`config.mk`:
```
export PLATFORM = sky130hd
export DESIGN_NAME = sat_counter
export DESIGN_NICKNAME = d
export VERILOG_FILES = /design/src/rtl/sat_counter.sv
export SDC_FILE = /design/constraint.sdc
export NUM_CORES = 1
export LEC_CHECK = 0
export CORE_UTILIZATION = 40
export CTS_BUF_LIST = sky130_fd_sc_hd__clkbuf_16
export DETAILED_ROUTE_END_ITERATION = 8
export PLACE_DENSITY_LB_ADDON = 0.2
export SLEW_MARGIN = 15
export SYNTH_ARGS = -nofsm -noshare
export SYNTH_HDL_FRONTEND = slang
export SYNTH_SLANG_ARGS = --single-unit
export TNS_END_PERCENT = 50
```
`constraint.sdc`:
```
create_clock -name clk -period 1.82 [get_ports clk]
set_clock_uncertainty 0.2 [all_clocks]
set_input_delay 0.364 -clock clk [delete_from_list [all_inputs] [get_ports clk]]
set_output_delay 0.364 -clock clk [all_outputs]
set_load 0.005 [all_outputs]
```
`src/rtl/sat_counter.sv`:
```
// Saturating up-counter; clr beats inc on the same cycle.
module sat_counter #(
    parameter int W = 16
) (
    input  logic         clk,
    input  logic         reset,
    input  logic         inc,
    input  logic         clr,
    output logic [W-1:0] count
);

    always_ff @(posedge clk) begin
        if (reset || clr)
            count <= '0;
        else if (inc && count != {W{1'b1}})
            count <= count + W'(1);
    end

endmodule

```
==> Yosys cells after proc, flatten, opt, wreduce, memory -nomap -nowiden <==
Cells that the tools add are included.
{ "op_classes": {"eq_ne": 1, "n_addsub": 1, "reduce_logical": 2} }
{ "op_table": {"columns": ["op", "count"], "rows": [
  ["$add A16 B1 Y16 const B", 1],
  ["$ne A16 B16 Y1 const B", 1],
  ["$logic_and A1 B1 Y1", 1],
  ["$logic_or A1 B1 Y1", 1]
]} }
{ "word_totals": {"in_bits": 4, "register_bits": 16, "out_inout_bits": 16, "word_cells": 5} }

==> Logic depth before layout (Yosys ltp) <==
{ "logic_depth": {"depth_word": 2, "ltp_mapped": 5} }

==> Worst setup path after synthesis <==
OpenSTA, ideal clock, no wires.
{ "synth_path": {"kind": "reg2reg", "start": "register count[0]", "end": "register count[5]", "period_less_slack_ns": 1.826, "t_arrival_ns": 1.509, "path_stages_with_launch": 5, "path_slack_ns": -0.006, "cell_sequence": "dfxtp_1 ha_1 nand3_1 or4_4 a41o_1"} }
{ "synth_between": {"elab_chain_len": 2, "word_cells_on_any_way": 3, "classes_between": "add/sub (1); eq/ne (1); reduce/logical (1)"} }
{ "synth_lines": {"columns": ["element", "line_no", "source"], "rows": [
  ["start, declared", "9", "output logic [W-1:0] count"],
  ["start signal, assigned", "16", "count <= count + W'(1);"],
  ["branches (longest 2 deep; another with $add A16 B1 Y16)", null, null]
]} }
Several ways; the timed one is not identified.
A chain may end at the register's enable or synchronous reset.

==> Worst setup path after layout <==
{ "layout_path": {"start": "register count[15]", "end": "register count[11]"} }
{ "layout_between": {"elab_chain_len": 2} }
{ "layout_lines": {"columns": ["element", "line_no", "source"], "rows": [
  ["$ne A16 B16 Y1", "15", "else if (inc && count != {W{1'b1}})"],
  ["$logic_and A1 B1 Y1", "15", null]
]} }
No other way between the ends.

==> metrics <==
max reg flops 16; main area contributors after synthesis dfxtp_1 (38%), a21oi_1 (5.3%), a41o_1 (4.7%); Worst Path Required 1.79 ns; # DRC 0; area of the multi-input gates 574 sq um; register area share after synthesis 37.8%; vias 969; Fill cells 147; Final Util 69.8%; H-tree Lvls 1; root buffer cell clkbuf_16; Critical-path top delay cell or4_1; Detail Route Antenna Nets 0; crit path time final 1.86 ns; PwrDens 596 mW/mm^2; Initial Utilization 42.7%; first-pass GRT wire length 3830 um; Largest Register count; input/output buffers 19; Setup CP Type reg2reg; status finished, violations left; final hold vios 0; Worst setup EP type flop; Synth Register Bits 16; cell mode on critical path buf_4; ys flop type dfxtp_1; layout cell share with drive strength beyond 1 34.8%; post-synth cell types 30; WHS 0.307 ns; biggest regs count: 16 flops; Worst slew margin 71.9%; Synth top area share 37.8%; most frequent cell after synthesis dfxtp_1; vias in the first global route 895; worst-skew pair later-pin latency 0.25 ns; register area 335 sq um; max cap viols 0; fin. max-slew vios 0; die area 0.00231 sq mm; maximum fanout along the worst path 8; die width 48.0 um; Worst-Margin Slew 0.421 ns; Vert. Die Dim 48.0 um; CP Data Arrival Time 1.83 ns; Synth Warn # 0; CTS Buffer Depth 2; n_diodes 0; largest net degree at the start of global routing 16; Avg WL per Cell 16.2 um; final WL 2620 um; worst min path class reg2reg; Worst setup SP type flop; core area 0.00198 sq mm; CTS buffer count 3; routed vias/inst 5.98; Final HPWL DP 1700 um; RSZ-0062 raised after global routing true; setup TNS -0.166 ns; final RePlAce weighted congestion 0.808; Leakage 0.000601 uW; VDD IR max 0.493 mV; GRT Resource Usage Total 23.9%; critical-path cell list nand4_1 > buf_4 > nor4_2 > buf_4 > or4_1 > a21oi_1; Final period util 102%; synthesized area per cell 8.92 sq um; P&R area growth vs syn 63.4%; Detailed Routing Iterations Pass 1 4; fmax 537 MHz; CTS tree built; failing checks negative setup slack; Synth Net Count 100; EDFF count, synth 0; CTS Hold Bufs 0; fraction of registers with async set/reset 0%; total power 824 uW; FP Rows 16; grt ovf 0; Clock Sinks 16; Max stage delay on crit path 0.47 ns; leading area contributor after synthesis dfxtp_1; Worst Slack Setup Final -0.0437 ns; initial antenna violation count 0; Worst-path clk slew 0.05 ns; Netlist Area Pre-Place 847 sq um; Syn Inst Count 95; Final #Nets 142; DRC violation total after the first TritonRoute iteration 25; final setup fails 7; io pins 20; commonest cells in the netlist dfxtp_1 (16), a21oi_1 (9), nor2_1 (7)
worst max-delay path, delay by kind of cell (launching register included):
family          cells  cell delay (ns)
compound gates      1             0.19
simple gates        3             0.72
flops               1             0.34
buf+inv             2             0.33
through the flow:
step / cells / setup slack, ns / cell area (sq um)
after floorplan: 95 / 0.0136 / 848
after global placement: 157 / -0.183 / 1200
after detailed placement: 157 / -0.245 / 1200
after global routing: 162 / -0.131 / 1380
final: 162 / -0.0437 / 1380
after CTS: 160 / -0.0179 / 1300
kinds of logic after synthesis:
| logic type | synth area share [%] |
|---|---|
| compound gates | 21.9 |
| xor+xnor | 3.10 |
| fa+ha+maj | 1.48 |
| buf+inv | 1.92 |
| flops | 37.8 |
| simple gates | 33.8 |
cells in the final DEF (no fill, tap or decap), types with 2 or more instances in the layout:
master,instances
and4_1,4
nand2_1,6
clkdlybuf4s50_1,15
o31ai_1,3
a31oi_1,2
xor2_1,2
nor2_1,7
or4_1,3
or3_1,4
a41o_1,4
a21oi_1,7
nand3_1,4
a21oi_2,2
o21ai_0,4
dfxtp_2,9
dfxtp_1,6
dlymetal6s2s_1,4
and2_1,2
nand4_1,5
clkbuf_16,3
buf_4,20
where the power goes:
part	switching, uW	internal [uW]	total [uW]
Combinational	18.8	17.8	36.6
Sequential	1.72	351	353
Clock	146	289	435
Total	166	658	824
per-layer routing:
| metal | vias to the layer above | GRT usage (%) | part of all wire [%] |
|---|---|---|---|
| li1 | 459 | - | - |
| met1 | 473 | 28.4 | 44 |
| met2 | 33 | 42.4 | 51 |
| met3 | 4 | 4.53 | 3.8 |
| met4 | 0 | 8.89 | 1.3 |
| met5 | - | 0 | 0 |
layout make-up:
class,instances,area share [%]
clock buffers,3,5.42
repair buffers,40,26.1
flip-flops and latches,16,24.2
inverters,1,0.271
well taps,27,2.44
multi-input cells,75,41.5
final timing paths:
check	end	slack [ns]	start	depth (start not counted)
worst max-delay path	count[11]$_SDFFE_PP0P_	-0.04	count[15]$_SDFFE_PP0P_	6
worst min-delay path	count[15]$_SDFFE_PP0P_	0.31	count[15]$_SDFFE_PP0P_	2
worst max register to register	count[11]$_SDFFE_PP0P_	-0.04	count[15]$_SDFFE_PP0P_	6
worst min register to register	count[15]$_SDFFE_PP0P_	0.31	count[15]$_SDFFE_PP0P_	2
timing repair:
action | CTS | global route
gates cloned | 0 | 0
hold endpoints to repair | 0 | 0
pin swaps | 1 | 5
gates resized for setup | 8 | 17
endpoints found under the setup margin | 14 | 19
buffers inserted | 0 | 2
Power figures use the tool's default switching activity.
